[config.mk]
export PLATFORM = sky130hd
export DESIGN_NAME = vga_frame_monitor
export DESIGN_NICKNAME = d
export VERILOG_FILES = /design/src/rtl/vga_frame_monitor.sv
export SDC_FILE = /design/constraint.sdc
export NUM_CORES = 1
export LEC_CHECK = 0
export CAP_MARGIN = 20
export CORE_MARGIN = 3
export CORE_UTILIZATION = 35
export CTS_CLUSTER_DIAMETER = 80
export DETAILED_ROUTE_END_ITERATION = 16
export MAX_ROUTING_LAYER = met4
export PLACE_DENSITY_LB_ADDON = 0.12
export SLEW_MARGIN = 5
export SYNTH_ARGS = -nofsm -noshare
export SYNTH_HDL_FRONTEND = slang
export SYNTH_SLANG_ARGS = --single-unit
[constraint.sdc]
create_clock -name clk -period 2.3 [get_ports clk]
set_input_delay 0.575 -clock clk [delete_from_list [all_inputs] [get_ports clk]]
set_output_delay 0.575 -clock clk [all_outputs]
set_load 0.05 [all_outputs]
[src/rtl/vga_frame_monitor.sv]
// VGA stream monitor: checks line/frame timing and signs each frame with a CRC-16 over active pixels.
// Latency: frame_done/frame_crc/frame_cnt/v_err register 1 cycle after the vs assert-edge sample.
// Backpressure: none; passive tap, one pixel per clock, never stalls. Optional watchdog: VGA_MON_TIMEOUT_EN.
module vga_frame_monitor #(
    parameter int COLOR_W  = 4,
    parameter int H_TOTAL  = 1344,
    parameter int V_TOTAL  = 806,
    parameter int H_ACTIVE = 1024,
    parameter int V_ACTIVE = 768,
    parameter bit SYNC_POL = 1'b1,
    parameter int FRAMES   = 2
) (
    input  logic               clk,
    input  logic               rst_n,
    input  logic               en,
    input  logic               hs,
    input  logic               vs,
    input  logic               hblnk,
    input  logic               vblnk,
    input  logic [COLOR_W-1:0] r,
    input  logic [COLOR_W-1:0] g,
    input  logic [COLOR_W-1:0] b,
    output logic               frame_done,
    output logic [15:0]        frame_crc,
    output logic [7:0]         frame_cnt,
    output logic               h_err,
    output logic               v_err,
    output logic               capture_done,
    output logic               timeout
);

    localparam int          PIX_W   = 3 * COLOR_W;
    localparam logic [11:0] H_EXP   = 12'(H_TOTAL);
    localparam logic [11:0] V_EXP   = 12'(V_TOTAL);
    localparam logic [21:0] PIX_EXP = 22'(H_ACTIVE * V_ACTIVE);
    localparam logic [7:0]  FR_EXP  = 8'(FRAMES);

    typedef enum logic [1:0] {IDLE, WAIT_SYNC, MEASURE, DONE} state_t;

    state_t      state;
    logic        hs_q;
    logic        vs_q;
    logic        first_line;
    logic [11:0] h_cnt;
    logic [11:0] line_cnt;
    logic [21:0] pix_cnt;
    logic [15:0] crc;

    // CRC-16-CCITT, MSB first, whole pixel word folded in one clock
    function automatic logic [15:0] crc_step(input logic [15:0] c, input logic [PIX_W-1:0] d);
        logic [15:0] x;
        x = c;
        for (int i = PIX_W - 1; i >= 0; i--)
            x = {x[14:0], 1'b0} ^ ((x[15] ^ d[i]) ? 16'h1021 : 16'h0000);
        return x;
    endfunction

    logic        hs_edge;
    logic        vs_edge;
    logic        pix_act;
    logic [15:0] crc_next;
    logic [11:0] h_cnt_inc;
    logic [11:0] line_cnt_hs;
    logic [21:0] pix_cnt_nx;
    logic        h_bad;
    logic        v_bad;

    assign hs_edge     = (hs_q != SYNC_POL) && (hs == SYNC_POL);
    assign vs_edge     = (vs_q != SYNC_POL) && (vs == SYNC_POL);
    assign pix_act     = !hblnk && !vblnk;
    assign crc_next    = pix_act ? crc_step(crc, {r, g, b}) : crc;
    assign h_cnt_inc   = (h_cnt == 12'hFFF) ? h_cnt : h_cnt + 12'd1;
    assign line_cnt_hs = (hs_edge && line_cnt != 12'hFFF) ? line_cnt + 12'd1 : line_cnt;
    assign pix_cnt_nx  = (pix_act && pix_cnt != 22'h3FFFFF) ? pix_cnt + 22'd1 : pix_cnt;

    // Saturated counters can never be trusted to compare correctly, so they force an error.
    assign h_bad = (h_cnt == 12'hFFF) || (h_cnt + 12'd1 != H_EXP);
    assign v_bad = (line_cnt_hs == 12'hFFF) || (line_cnt_hs != V_EXP)
                || (pix_cnt_nx == 22'h3FFFFF) || (pix_cnt_nx != PIX_EXP);

`ifdef VGA_MON_TIMEOUT_EN
    localparam logic [31:0] WD_LIMIT = 32'(2 * H_TOTAL * V_TOTAL);
    logic [31:0] wd_cnt;
    logic        wd_hit;
    assign wd_hit = !vs_edge && (wd_cnt + 32'd1 >= WD_LIMIT);
`else
    assign timeout = 1'b0;
`endif

    always_ff @(posedge clk or negedge rst_n) begin
        if (!rst_n) begin
            state        <= IDLE;
            hs_q         <= ~SYNC_POL;
            vs_q         <= ~SYNC_POL;
            first_line   <= 1'b0;
            h_cnt        <= '0;
            line_cnt     <= '0;
            pix_cnt      <= '0;
            crc          <= 16'hFFFF;
            frame_done   <= 1'b0;
            frame_crc    <= '0;
            frame_cnt    <= '0;
            h_err        <= 1'b0;
            v_err        <= 1'b0;
            capture_done <= 1'b0;
`ifdef VGA_MON_TIMEOUT_EN
            wd_cnt       <= '0;
            timeout      <= 1'b0;
`endif
        end else begin
            hs_q       <= hs;
            vs_q       <= vs;
            frame_done <= 1'b0;
            if (!en && state != IDLE) begin
                state <= IDLE;
            end else begin
                case (state)
                    IDLE: begin
                        if (en) begin
                            state        <= WAIT_SYNC;
                            frame_cnt    <= '0;
                            h_err        <= 1'b0;
                            v_err        <= 1'b0;
                            capture_done <= 1'b0;
`ifdef VGA_MON_TIMEOUT_EN
                            wd_cnt       <= '0;
                            timeout      <= 1'b0;
`endif
                        end
                    end
                    WAIT_SYNC: begin
                        if (vs_edge) begin
                            state      <= MEASURE;
                            h_cnt      <= '0;
                            line_cnt   <= '0;
                            pix_cnt    <= '0;
                            crc        <= 16'hFFFF;
                            first_line <= 1'b1;
                        end
`ifdef VGA_MON_TIMEOUT_EN
                        wd_cnt <= vs_edge ? 32'd0 : wd_cnt + 32'd1;
                        if (wd_hit) begin
                            timeout      <= 1'b1;
                            capture_done <= 1'b1;
                            state        <= DONE;
                        end
`endif
                    end
                    MEASURE: begin
                        h_cnt   <= h_cnt_inc;
                        pix_cnt <= pix_cnt_nx;
                        crc     <= crc_next;
                        // The line that ends on this hs edge is closed before any frame close below.
                        if (hs_edge) begin
                            if (!first_line && h_bad)
                                h_err <= 1'b1;
                            first_line <= 1'b0;
                            h_cnt      <= '0;
                            line_cnt   <= line_cnt_hs;
                        end
                        if (vs_edge) begin
                            if (v_bad)
                                v_err <= 1'b1;
                            frame_crc  <= crc_next;
                            frame_done <= 1'b1;
                            frame_cnt  <= frame_cnt + 8'd1;
                            h_cnt      <= '0;
                            line_cnt   <= '0;
                            pix_cnt    <= '0;
                            crc        <= 16'hFFFF;
                            if (frame_cnt + 8'd1 == FR_EXP) begin
                                state        <= DONE;
                                capture_done <= 1'b1;
                            end
                        end
`ifdef VGA_MON_TIMEOUT_EN
                        wd_cnt <= vs_edge ? 32'd0 : wd_cnt + 32'd1;
                        if (wd_hit) begin
                            timeout      <= 1'b1;
                            capture_done <= 1'b1;
                            state        <= DONE;
                        end
`endif
                    end
                    default: ;
                endcase
            end
        end
    end

endmodule

==> out/metrics.csv <==
metric,value,unit
cts.htree.levels,3,
seqPwrFrac,29.5,%
nets,843,
io_buffers,46,
slowest_delay,840,ps
ioPinCount,48,
maxSlewHeadroom,60.4,%
switching_share,39.9,%
p_leak,3.31,nW
cts_root_buffer,clkbuf_16,
crit_type,register to primary output,
grt_pass1_vias,5194,
synth_largest_area_cell,dfrtp_1,
grt_max_degree,36,
p_clk_share,19.8,%
wl_per_cell,14.8,µm
synth.avg_cell_area,8.44,µm²
core,15500,µm²
yosysTopAreaCellShare,35.0,%
start_util,36.5,%
synth_top_flop_cell,dfrtp_1,
synthToLayoutAreaGrowth,35.5,%
synth_seq_cells,95,
seqCellArea,2400,µm²
synth-edff-count,0,
cts_sinks,95,
setup_tns,0,ps
clock_skew,10.2,ps
drc,0,
synth_top_cells_by_area,"dfrtp_1 (35%), dfstp_2 (7.4%), o21ai_0 (5.8%)",
end_kind,primary output,
hp-class,input port to async pin,
dpl_worst_slack,-478,ps
grt_pass1_wl,25300,µm
wl,15300,µm
min_period,2230,ps
postCtsHoldBufs,0,
crit_buf_inv,1,
p_sw,3.19,mW
drive_gt1_share,23.3,%
setup_violations,0,
ctsLongestPathBuffers,2,
wl_met1,7250,µm
grt_usage,17.9,%
crit_cells,1,
p_int,4.80,mW
layout_setup_ws,71.2,ps
p_total,7.99,mW
gp_congestion,0.869,
max_clock_freq,449,MHz
vias,5330,
firstDrtPassIters,5,
numCtsBuffers,9,
crit_family,buffers and inverters,
worst-slew-pin-transition,589,ps
p_per_area,1040,nW/µm²
insertion_delay,360,ps
crit_fanout,7,
clkTransAtPathRegs,70,ps
antennaDiodeCount,0,
cts_tree,done,
top_layer_used,met4,
route.met2.wl,7150,µm
synth.distinct_cells,63,
power_frac_comb,50.7,%
syn_inst,669,
grt-ovfl-total,0,
yosys_warnings,0,
synth_area,5650,µm²
rsz0062_at_grt,true,
die_h,133,µm
dp_hpwl,11100,µm
required,1730,ps
drv_slew,0,
fill_cells,1488,
dr.first_iter.drc_count,329,
critPathArrivalTime,1650,ps
dieArea,17700,µm²
hold_violations,0,
syn-num-nets,696,
die_w,133,µm
async_reset_ff_share,100,%
finalCritPeriodShare,96.9,%
crit_slowest_cell,clkdlybuf4s50_1,
rr_worst_depth,7,
multi_input_area,3200,µm²
startpoint_type,register,
max_cap_violations,0,
synth_seq_area_share,42.5,%
irDropWorstVdd,0.639,mV
ant_nets,0,
antenna_found_initial,0,
cp_cell_sequence,clkdlybuf4s50_1,
vias_per_cell,5.16,
wl_met3,597,µm
status,"complete, no violations",
finalHoldWorstSlack,175,ps
num_rows,45,
[what timing repair did]
action	in CTS	in global routing
pin swaps	0	8
setup endpoints to repair	1	17
setup buffers	0	3
gates resized for setup	3	28
hold endpoints to repair	0	0
[layer usage]
metal	vias up	GRT usage (%)
met5	-	-
met4	0	5.20
met3	21	3.84
met2	95	28.1
met1	2540	23.2
li1	2674	-
[synth_stat cells, types with 5 or more instances]
master / count
o21ai_1: 25
and3_1: 11
a21oi_1: 51
inv_1: 7
nand2b_1: 5
xnor2_1: 36
nor3_1: 14
o21ai_0: 66
o31ai_1: 14
nand3_1: 23
buf_2: 5
mux2i_1: 5
clkbuf_1: 25
ha_1: 8
nand4_1: 12
a31oi_1: 14
xor2_1: 18
nand2_1: 83
dfrtp_1: 79
a21o_1: 7
dfstp_2: 16
nor2b_1: 7
nor2_1: 75
[cell families after synthesis]
logic type,after synthesis,share of synthesized area [%]
AO/OA/AOI/OAI,202,21.0
XOR/XNOR,54,8.38
adder cells (fa/ha/maj),8,1.77
buffers and inverters,39,2.77
flip-flops,95,42.5
multiplexers,7,1.29
other,1,0.0664
AND/OR/NAND/NOR,263,22.3
[per-stage QoR]
step / cell area [µm²] / instances / utilization [%]
after floorplan: 5650 / 669 / -
after global placement: 7190 / 1013 / 46.4
after detailed placement: 7190 / 1013 / 46.4
after CTS: 7510 / 1029 / 48.5
after global routing: 7650 / 1032 / 49.4
final: 7650 / 1032 / 49.4
[cell type report]
type | instances | share of cell area, %
Clock buffer | 11 | 3.17
Clock inverter | 5 | 0.834
Inverter | 7 | 0.343
Multi-Input combinational cell | 535 | 41.9
Sequential cell | 95 | 31.4
Tap cell | 211 | 3.45
Timing Repair Buffer | 168 | 19.0
[layout by cell type, fill, tap and decap left out, drive strengths merged, types with 3 or more instances in the layout]
master,n
nand2b,5
dlymetal6s2s,6
o41ai,3
dfstp,16
xnor2,36
o211ai,3
o21ai,91
clkdlybuf4s50,39
a21o,7
buf,123
or2,6
nor3,15
ha,8
and3,11
nand2,83
and2,6
nor4,5
dfrtp,79
nor2b,7
inv,9
a31oi,14
a22o,3
nand4,13
nor2,77
nand3,23
clkbuf,11
mux2i,5
xor2,18
o31ai,14
a21oi,51
[final timing paths]
kind / start / end / slack [ps]
hold reg to reg: first_line / h_err / 470
max in group asynchronous: rst_n / crc[11] / 1490
setup reg to reg: pix_cnt[16] / v_err / 110
min in group clk: first_line / h_err / 470
hold / removal: rst_n / frame_cnt[6] / 170
setup / recovery: frame_cnt[5] / frame_cnt[5] / 70
[power by group through the flow]
stage / Sequential, mW / Combinational, mW / Clock [mW]
finish: 2.36 / 4.06 / 1.58
global route: 2.41 / 4.44 / 1.70
CTS: 2.36 / 4.08 / 1.64
detailed placement: 2.39 / 4.06 / 0
global placement: 2.37 / 4.02 / 0
floorplan: 2.89 / 1.86 / 0
[registers in the layout (all words and copies together), names as in the netlist]
signal        flops
hs_q              1
vs_q              1
h_cnt            12
crc              16
line_cnt         12
first_line        1
frame_crc        16
state             2
capture_done      1
frame_cnt         8
v_err             1
pix_cnt          22
h_err             1
frame_done        1
Power figures use the tool's default switching activity.
